[src/rtl/fetch_ctrl.sv]
// Instruction fetch controller: walks the PC through one- or two-byte opcodes,
// presents the captured instruction to execute, and follows branch/halt requests.
module fetch_ctrl #(
  parameter logic [3:0] LONG_MIN = 4'hC,
  parameter int         CNT_W    = 16
) (
  input  logic             clk,
  input  logic             Rst,
  input  logic [11:0]      pc_addr,
  input  logic [7:0]       rom_data,
  input  logic             exec_done,
  input  logic             branch,
  input  logic [11:0]      branch_target,
  input  logic             halt,
  output logic             incPC,
  output logic             loadPC,
  output logic [11:0]      newaddr,
  output logic [7:0]       instr,
  output logic [7:0]       operand,
  output logic [11:0]      instr_addr,
  output logic             instr_valid,
  output logic             halted,
  output logic [CNT_W-1:0] retired,
  output logic [2:0]       dbg_state
);

  localparam logic [2:0] S_IDLE  = 3'd0;
  localparam logic [2:0] S_F1    = 3'd1;
  localparam logic [2:0] S_F2    = 3'd2;
  localparam logic [2:0] S_ISSUE = 3'd3;
  localparam logic [2:0] S_HALT  = 3'd4;

  logic [2:0] state;
  logic [2:0] next_state;
  logic       handshake;
  logic       is_long;
  logic       take_branch;

  // Handshake: instr_valid is the valid, exec_done the ready. A transfer happens
  // on a rising edge where both are high; instr/operand/instr_addr hold until then.
  assign handshake   = (state == S_ISSUE) && exec_done;
  assign take_branch = handshake && branch && !halt;
  assign is_long     = (rom_data[7:4] >= LONG_MIN);

  always_comb begin
    next_state = state;
    case (state)
      S_IDLE:  next_state = S_F1;
      S_F1:    next_state = is_long ? S_F2 : S_ISSUE;
      S_F2:    next_state = S_ISSUE;
      S_ISSUE: begin
        if (handshake) next_state = halt ? S_HALT : S_F1;
      end
      S_HALT:  next_state = S_HALT;
      default: next_state = S_IDLE;
    endcase
  end

  assign incPC       = (state == S_F1) || (state == S_F2);
  assign loadPC      = take_branch;
  assign newaddr     = take_branch ? branch_target : 12'h000;
  assign instr_valid = (state == S_ISSUE);
  assign halted      = (state == S_HALT);
  assign dbg_state   = state;

  always_ff @(posedge clk or posedge Rst) begin
    if (Rst) begin
      state      <= S_IDLE;
      instr      <= 8'h00;
      operand    <= 8'h00;
      instr_addr <= 12'h000;
      retired    <= '0;
    end else begin
      state <= next_state;
      if (state == S_F1) begin
        instr      <= rom_data;
        instr_addr <= pc_addr;
        operand    <= 8'h00;
      end
      if (state == S_F2) operand <= rom_data;
      if (handshake) retired <= retired + CNT_W'(1);
    end
  end

endmodule

[config.mk]
export PLATFORM = sky130hd
export DESIGN_NAME = fetch_ctrl
export DESIGN_NICKNAME = d
export VERILOG_FILES = /design/src/rtl/fetch_ctrl.sv
export SDC_FILE = /design/constraint.sdc
export NUM_CORES = 1
export LEC_CHECK = 0
export CORE_MARGIN = 2
export CORE_UTILIZATION = 44
export DETAILED_ROUTE_END_ITERATION = 12
export MAX_ROUTING_LAYER = met4
export PLACE_DENSITY_LB_ADDON = 0.08
export SLEW_MARGIN = 20
export SYNTH_ARGS = -nofsm -noshare
export SYNTH_HDL_FRONTEND = slang
export SYNTH_SLANG_ARGS = --single-unit
[constraint.sdc]
create_clock -name clk -period 3.5 [get_ports clk]
set_clock_uncertainty 0.15 [all_clocks]
set_input_delay 0.35 -clock clk [delete_from_list [all_inputs] [get_ports clk]]
set_output_delay 0.35 -clock clk [all_outputs]
set_load 0.05 [all_outputs]
### After elaboration in Yosys (flattened, before gate mapping)

Index checks and enable logic that the tools add are counted.

| operators by class | value |
|---|---|
| reductions and logical operators | 7 |
| add/sub/neg operators | 1 |
| eq/ne operators | 5 |
| muxes and demuxes | 7 |
| magnitude comparators | 1 |

Operators with widths:

| kind | number |
|---|---|
| $add 16x1->16 const B | 1 |
| $mux 8 | 2 |
| $pmux 3 s5 | 1 |
| $mux 12 | 1 |
| $eq 3x2->1 const B | 2 |
| $mux 3 | 2 |
| $ge 4x4->1 const B | 1 |
| $eq 3x1->1 const B | 1 |
| $eq 3x3->1 const B | 1 |
| $logic_and 1x1->1 | 3 |
| $logic_not 3->1 | 1 |
| $ne 2x1->1 const B | 1 |
| $reduce_bool 2->1 | 1 |
| $logic_not 1->1 | 1 |
| $logic_or 1x1->1 | 1 |
| $mux 1 | 1 |

| storage, ports and cells | value |
|---|---|
| input bits | 37 |
| output and inout bits | 63 |
| register bits after elaboration | 47 |
| logic and storage cells | 26 |

### Depth between registers and ports, before layout

Gate-level depths: netlist of the first run.

| depth | value |
|---|---|
| word-level depth | 5 |
| mapped depth | 6 |
| depth with buffers taken out | 5 |

### Worst setup path before layout of the first run

No wires, ideal clock.

| timing | value |
|---|---|
| path type | register to output |
| start | register state[0] (netlist: dbg_state[0]) |
| end | output halted |
| path buffers | 2 |
| arrival time | 2.224 ns |
| cell stages (with the launch flop) | 4 |
| path slack | 0.776 ns |
| cell sequence | dfrtp_1 -> clkbuf_8 -> clkbuf_1 -> nor3b_1 |

| on the way | value |
|---|---|
| longest elaborated chain between the ends | 1 |

Ends and longest elaborated chain:

| element | RTL line | source |
|---|---|---|
| from (decl) | 33 | `logic [2:0] state;` |
| from (signal assigned) | 74 | `state <= next_state;` |
| $eq 3x3->1 | 63 | `assign halted = (state == S_HALT);` |
| to (decl) | 22 | `output logic halted,` |

Every way passes these cells.

### Worst setup path in the final report of the first run

| timing | value |
|---|---|
| start | register state[1] (netlist: dbg_state[1]) |
| end | output instr_valid |

| on the way | value |
|---|---|
| longest elaborated chain between the ends | 1 |

Ends and longest elaborated chain:

| element | RTL line | source |
|---|---|---|
| $eq 3x2->1 | 62 | `assign instr_valid = (state == S_ISSUE);` |
| to (decl) | 21 | `output logic instr_valid,` |

Every way passes these cells.

==> impl_metrics.sql, run 1 <==
INSERT INTO impl_metrics (metric_group, metric, value, unit) VALUES
('sta', 'final_min_period_over_clock_period', '0.7827', ''),
('finish', 'layout-drive-gt1-share', '0.1815', ''),
('outcome', 'status', 'completed', ''),
('logic_synthesis', 'synth_sequential_area_ratio', '0.5549', ''),
('place', 'gpl_wtd_cong', '0.8073', ''),
('finish', 'n_antenna_cell', '0', ''),
('place', 'dpl.hpwl', '3.519', 'mm'),
('routing', 'route.final.wire_length', '4.756', 'mm'),
('power_and_ir_drop', 'clkPwrFrac', '0.101', ''),
('routing', 'first_pass_iters', '4', ''),
('die', 'core_area', '4692', 'sq um'),
('power_and_ir_drop', 'p_sw_frac', '0.4850', ''),
('logic_synthesis', 'netlist_instances', '169', ''),
('setup_path', 'reg2reg_from', 'dbg_state[1]', ''),
('power_and_ir_drop', 'power_switching', '0.001557', 'W'),
('cts', 'insertion_delay', '0.28', 'ns'),
('sta', 'fmaxAchievable', '365.1', 'MHz'),
('cts', 'cts.root.buffer_cell', 'sky130_fd_sc_hd__clkbuf_8', ''),
('place', 'numPortBuffers', '99', ''),
('cts', 'tritoncts.num_buffers', '5', ''),
('power_and_ir_drop', 'p_leak', '1.418', 'nW'),
('cts', 'post_cts_resize_count', '0', ''),
('logic_synthesis', 'async_reset_ff_frac', '1.000', ''),
('finish', 'final_nets', '308', ''),
('power_and_ir_drop', 'p_seq_frac', '0.299', ''),
('die', 'die-area', '5388', 'sq um'),
('finish', 'area_delta_synth_final', '52.77', '%'),
('setup_path', 'critical_path.reg2reg.endpoint', 'retired[15]', ''),
('routing', 'final_antenna_net_count', '0', ''),
('logic_synthesis', 'synth.avg_cell_area', '12.54', 'sq um'),
('finish', 'post-route-cell-area', '3238', 'sq um'),
('sta', 'slew_headroom', '0.4662', ''),
('place', 'placed_cell_area', '3149', 'sq um'),
('cts', 'cts_tree', 'done', ''),
('global_routing', 'wire_length_of_the_first_global_routing_pass', '7.645', 'mm'),
('setup_path', 'timing.setup.critical_path_class', 'reg2out', ''),
('global_routing', 'grt-ovfl-total', '0', ''),
('logic_synthesis', 'synth-main-ff-cell', 'sky130_fd_sc_hd__dfrtp_1', ''),
('die', 'std_cell_rows', '25', ''),
('cts', 'clk_path_buf_depth', '2', ''),
('logic_synthesis', 'syn-num-nets', '207', ''),
('global_routing', 'first_global_vias', '1648', ''),
('min_path', 'min_path_cells', '1', ''),
('logic_synthesis', 'yosys_register_bits', '47', ''),
('setup_path', 'ff2ff_setup_slack', '1.39', 'ns'),
('routing', 'vias_per_cell', '5.188', ''),
('sta', 'grt_setup_unrepaired', 'false', ''),
('logic_synthesis', 'ys_types', '28', ''),
('die', 'initial_utilization', '0.4517', ''),
('logic_synthesis', 'number_of_flops_mapped_to_enable_cells_by_yosys', '0', ''),
('min_path', 'timing.hold.worst_endpoint', 'retired[15]', ''),
('sta', 'setup_viol', '0', ''),
('die', 'floorplan.die.width', '73.41', 'um'),
('min_path', 'hp_class', 'reg2reg', ''),
('power_and_ir_drop', 'p_int', '0.001653', 'W'),
('logic_synthesis', 'synth.yosys.warnings', '0', ''),
('cts', 'cts.htree.levels', '2', ''),
('setup_path', 'required', '3.00', 'ns'),
('die', 'die_height', '73.41', 'um'),
('job', 'max_cap_viol_count', '0', ''),
('routing', 'dr_total_vias', '1681', ''),
('routing', 'drc_errors', '0', ''),
('die', 'io_pins', '100', ''),
('cts', 'cts_num_sinks', '47', ''),
('power_and_ir_drop', 'peakVddDrop', '0.7292', 'mV'),
('setup_path', 'worst-endpoint-arrival', '2.24', 'ns'),
('sta', 'tns', '0', 'ns'),
('setup_path', 'timing.critical_path.from_type', 'flop', ''),
('setup_path', 'ff2ff_path_depth', '4', ''),
('power_and_ir_drop', 'power_frac_comb', '0.601', ''),
('cts', 'cts.hold.buffers_added', '0', '');
==> kinds of logic (layout without fill, tap and decap cells) <==
group / count (synthesis) / after routing / synth area share
muxes: 20 / 20 / 0.1063
adders and majority gates: 1 / 1 / 0.005902
AOI/OAI and AO/OA: 21 / 21 / 0.08146
and+or+nand+nor: 54 / 54 / 0.1529
buffers and inverters: 10 / 111 / 0.03247
DFF: 47 / 47 / 0.5549
xor gates and xnor gates: 16 / 16 / 0.06611
==> metrics by stage <==
stage	hold slack (ns)	power (W)	instances	utilization	worst slack (ns)
3_3_place_gp	0.3094	0.002887	317	0.6712	1.096
3_5_place_dp	0.3162	0.002913	317	0.6712	1.070
4_1_cts	0.3276	0.003241	324	0.6899	0.7531
2_1_floorplan	0.2891	0.002294	169	-	0.7761
5_1_grt	0.3530	0.003366	324	0.6901	0.6710
6_report	0.3267	0.003210	324	0.6901	0.7607
==> critical path, stage by stage, from the launching register on <==
cell and delay [ns]:
sky130_fd_sc_hd__dfrtp_1 0.76, sky130_fd_sc_hd__nand3b_1 0.22, sky130_fd_sc_hd__inv_1 0.15, sky130_fd_sc_hd__clkdlybuf4s50_1 0.82
==> state kept, by name, indices dropped and copies added (netlist names) <==
name	cells
operand	8
retired	16
instr_addr	12
instr	8
dbg_state	3
==> power by group through the flow <==
stage	Sequential (W)	Clock [W]	Combinational, W
6_report	0.000958	0.000323	0.00193
5_1_grt	0.000994	0.000352	0.00202
4_1_cts	0.000961	0.000333	0.00195
3_5_place_dp	0.000970	0	0.00194
3_3_place_gp	0.000963	0	0.00192
2_1_floorplan	0.00162	0	0.000677
==> cells in the mapped netlist, drive strengths merged, types with 2 or more instances <==
| cell type | n | share of area |
|---|---|---|
| mux2 | 20 | 0.11 |
| nor2 | 9 | 0.016 |
| nand2 | 11 | 0.019 |
| xor2 | 6 | 0.025 |
| xnor2 | 10 | 0.041 |
| dfrtp | 47 | 0.55 |
| a22o | 16 | 0.066 |
| nor3b | 3 | 0.011 |
| inv | 2 | 0.0035 |
| buf | 4 | 0.012 |
| a21oi | 2 | 0.0047 |
| nand3 | 6 | 0.014 |
| nand4 | 5 | 0.015 |
| and2 | 13 | 0.038 |
| clkbuf | 4 | 0.017 |
==> how the worst max path moves through the flow <==
stage	from	end	slack, ns	cells after the start
floorplan	dbg_state[0]	halted	0.78	3
global placement	dbg_state[1]	instr_valid	1.10	3
detailed placement	exec_done	newaddr[5]	1.07	6
CTS	dbg_state[1]	instr_valid	0.75	3
global route	dbg_state[1]	instr_valid	0.67	3
finish	dbg_state[1]	instr_valid	0.76	3
==> placed cells by master, fill, tap and decap left out, types with 2 or more instances in the layout <==
cell type / instances
sky130_fd_sc_hd__mux2_2: 20
sky130_fd_sc_hd__a21oi_1: 2
sky130_fd_sc_hd__a22o_1: 16
sky130_fd_sc_hd__buf_12: 3
sky130_fd_sc_hd__nand3_1: 6
sky130_fd_sc_hd__clkinv_2: 2
sky130_fd_sc_hd__xnor2_1: 10
sky130_fd_sc_hd__nor3b_1: 2
sky130_fd_sc_hd__nor2_1: 9
sky130_fd_sc_hd__and2_1: 13
sky130_fd_sc_hd__clkbuf_8: 6
sky130_fd_sc_hd__dfrtp_1: 47
sky130_fd_sc_hd__buf_4: 13
sky130_fd_sc_hd__nand2_1: 11
sky130_fd_sc_hd__clkdlybuf4s50_1: 86
sky130_fd_sc_hd__xor2_1: 6
sky130_fd_sc_hd__nand4_1: 5
==> layer usage <==
metal,up-vias,GRT usage,part of all wire
met5,-,-,0
met4,0,0.08081,0.023
met3,12,0.04664,0.049
met2,49,0.3053,0.51
met1,823,0.2283,0.42
li1,797,-,-
==> cell type report <==
cell class | count | area [sq um]
inverter | 2 | 8.758
sequential | 47 | 1176
tap | 54 | 67.56
timing repair buffer | 102 | 1018
clock buffer | 6 | 82.58
clock inverter | 1 | 5.005
multi-input combinational | 112 | 879.6
fill | 360 | 1454
(Power assumes the default switching activity.)
==> inputs of run 2 (changes only) <==
CORE_UTILIZATION = 41   (was 44)
clock period = 2.68 ns   (was 3.5 ns; I/O delays follow)
==> run 2 against run 1 <==
Compared with the run above:
- first-iteration DRC count decreased by 34%
- clock power rose by 55%
- worst setup slack worse by 0.55 ns
- combinational power rose by 34%
- sequential share of layout area fell by 2.0 points
- final area rose by 5.7%
- critical endpoint is now halted
- largest cell class unchanged
==> impl_metrics.sql, run 2 (synthesis gave the netlist of run 1 again) <==
INSERT INTO impl_metrics (metric_group, metric, value, unit) VALUES
('routing', 'dr_total_vias', '1660', ''),
('cts', 'tritoncts.num_buffers', '5', ''),
('setup_path', 'worst_path_fanout_max', '10', ''),
('setup_path', 'critical_path.reg2reg.endpoint', 'retired[15]', ''),
('sta', 'hold_ws', '0.1632', 'ns'),
('global_routing', 'antenna_violations_before_repair', '0', ''),
('die', 'std_cell_rows', '26', ''),
('setup_path', 'reg2reg_from', 'dbg_state[1]', ''),
('cts', 'cts_tree', 'done', ''),
('sta', 'setup_viol', '0', ''),
('sta', 'slew_headroom', '0.6325', ''),
('place', 'dp_worst_setup_slack', '0.3921', 'ns'),
('setup_path', 'critical_path.max_stage_delay', '0.88', 'ns'),
('sta', 'grt_setup_unrepaired', 'false', ''),
('job', 'max_cap_viol_count', '0', ''),
('place', 'gpl_wtd_cong', '0.7998', ''),
('finish', 'max_flop_register', 'retired', ''),
('global_routing', 'grt-ovfl-total', '0', ''),
('routing', 'wire_per_inst', '14.30', 'um'),
('min_path', 'hp_class', 'in2async', ''),
('finish', 'largest_reg_flops', '16', ''),
('routing', 'drc_errors', '0', ''),
('finish', 'area_delta_synth_final', '61.45', '%'),
('setup_path', 'worst_path_dominant_cell_family', 'buffers and inverters', ''),
('setup_path', 'critPathCaptureType', 'primary output', ''),
('global_routing', 'grt_max_degree', '27', ''),
('cts', 'cts.htree.levels', '2', ''),
('setup_path', 'critical-path-slowest-cell', 'sky130_fd_sc_hd__clkdlybuf4s50_1', ''),
('die', 'initial_utilization', '0.4203', ''),
('routing', 'vias_per_cell', '4.854', ''),
('cts', 'cts.root.buffer_cell', 'sky130_fd_sc_hd__clkbuf_8', ''),
('routing', 'final_antenna_net_count', '0', ''),
('sta', 'fmaxAchievable', '405.8', 'MHz'),
('sta', 'tns', '0', 'ns'),
('global_routing', 'first_global_vias', '1756', ''),
('power_and_ir_drop', 'peakVddDrop', '0.9699', 'mV'),
('cts', 'cts.hold.buffers_added', '0', ''),
('cts', 'cts_num_sinks', '47', ''),
('sta', 'final_min_period_over_clock_period', '0.9196', ''),
('finish', 'mostFrequentLayoutCell', 'sky130_fd_sc_hd__clkdlybuf4s50_1', ''),
('finish', 'layout-drive-gt1-share', '0.1875', ''),
('setup_path', 'timing.setup.critical_path_class', 'reg2out', ''),
('setup_path', 'cp_num_buf_inv', '1', ''),
('power_and_ir_drop', 'p_leak', '1.465', 'nW'),
('power_and_ir_drop', 'p_total', '0.004302', 'W'),
('finish', 'n_antenna_cell', '0', ''),
('sta', 'slew_viol_final', '0', ''),
('place', 'numPortBuffers', '99', ''),
('place', 'dpl.hpwl', '3.640', 'mm'),
('cts', 'post_cts_resize_count', '0', ''),
('cts', 'clk_path_buf_depth', '2', ''),
('sta', 'report.final.hold_viol_count', '0', ''),
('finish', 'mostFrequentLayoutCells', 'sky130_fd_sc_hd__clkdlybuf4s50_1 (85), sky130_fd_sc_hd__dfrtp_1 (47), sky130_fd_sc_hd__mux2_2 (20), sky130_fd_sc_hd__a22o_1 (16), sky130_fd_sc_hd__buf_12 (14)', ''),
('setup_path', 'required', '2.26', 'ns'),
('die', 'floorplan.die.width', '75.90', 'um'),
('setup_path', 'ff2ff_setup_slack', '0.82', 'ns'),
('finish', 'final_nets', '310', ''),
('global_routing', 'wire_length_of_the_first_global_routing_pass', '8.259', 'mm'),
('finish', 'biggestRegsByFlops', 'retired x16, instr_addr x12', ''),
('setup_path', 'timing.critical_path.depth', '2', ''),
('finish', 'layout.filler_cells', '403', ''),
('die', 'die_height', '75.90', 'um'),
('power_and_ir_drop', 'power.density', '1257', 'nW/um^2'),
('sta', 'timing_worst_slew_pin_value', '0.5492', 'ns'),
('sta', 'layout_min_cycle_time', '2.465', 'ns'),
('routing', 'first_pass_iters', '4', ''),
('outcome', 'status', 'completed', ''),
('routing', 'drt_first_iter_violations', '41', ''),
('global_routing', 'grt_usage', '0.1800', ''),
('die', 'die-area', '5761', 'sq um'),
('cts', 'insertion_delay', '0.29', 'ns'),
('sta', 'setup_slack_after_layout', '0.2155', 'ns'),
('cts', 'clock_pin_transition_on_the_worst_setup_and_hold_timing_paths', '0.09', 'ns'),
('setup_path', 'ff2ff_path_depth', '4', ''),
('routing', 'route.final.wire_length', '4.890', 'mm'),
('die', 'io_pins', '100', ''),
('setup_path', 'worst-endpoint-arrival', '2.05', 'ns'),
('cts', 'postCtsSetupRepairBufs', '0', ''),
('die', 'core_area', '5042', 'sq um'),
('setup_path', 'timing.critical_path.from_type', 'flop', ''),
('setup_path', 'critical_path.cell_chain', 'nor3b_1 > clkdlybuf4s50_1', '');
[run 2: report_power, final]
| group | leakage, nW | total [W] | internal [W] | switching (W) |
|---|---|---|---|---|
| Sequential | 0.594 | 0.00122 | 0.000984 | 0.000237 |
| Clock | 0.0513 | 0.000501 | 0.000274 | 0.000228 |
| Combinational | 0.820 | 0.00258 | 0.000999 | 0.00158 |
[run 2: metal layers]
metal | up-vias | routed length, um | track usage
met5 | - | 0 | -
met4 | 0 | 69 | 0.05091
met3 | 6 | 322 | 0.06310
met2 | 49 | 2476 | 0.3027
met1 | 812 | 2021 | 0.2047
li1 | 793 | - | -
[run 2: worst max path at each step]
stage	start	to	slack, ns
after global placement	exec_done	newaddr[10]	0.43
after detailed placement	exec_done	newaddr[6]	0.39
after floorplan	dbg_state[0]	halted	0.04
after global routing	dbg_state[1]	halted	0.11
after CTS	dbg_state[1]	halted	0.21
final	dbg_state[1]	halted	0.22
[run 2: area by class of cell]
class | instances | area, sq um | area share
Tap cell | 70 | 87.58 | 0.02559
Clock inverter | 1 | 30.03 | 0.008775
Multi-Input combinational cell | 112 | 879.6 | 0.2570
Timing Repair Buffer | 104 | 1169 | 0.3415
Clock buffer | 6 | 72.57 | 0.02121
Sequential cell | 47 | 1176 | 0.3437
Inverter | 2 | 7.507 | 0.002194
[run 2: metrics by stage]
step | area, sq um | cells | utilization
after detailed placement | 3319 | 335 | 0.6583
after floorplan | 2120 | 169 | -
after CTS | 3422 | 342 | 0.6787
after global placement | 3319 | 335 | 0.6583
after global routing | 3422 | 342 | 0.6787
final | 3422 | 342 | 0.6787
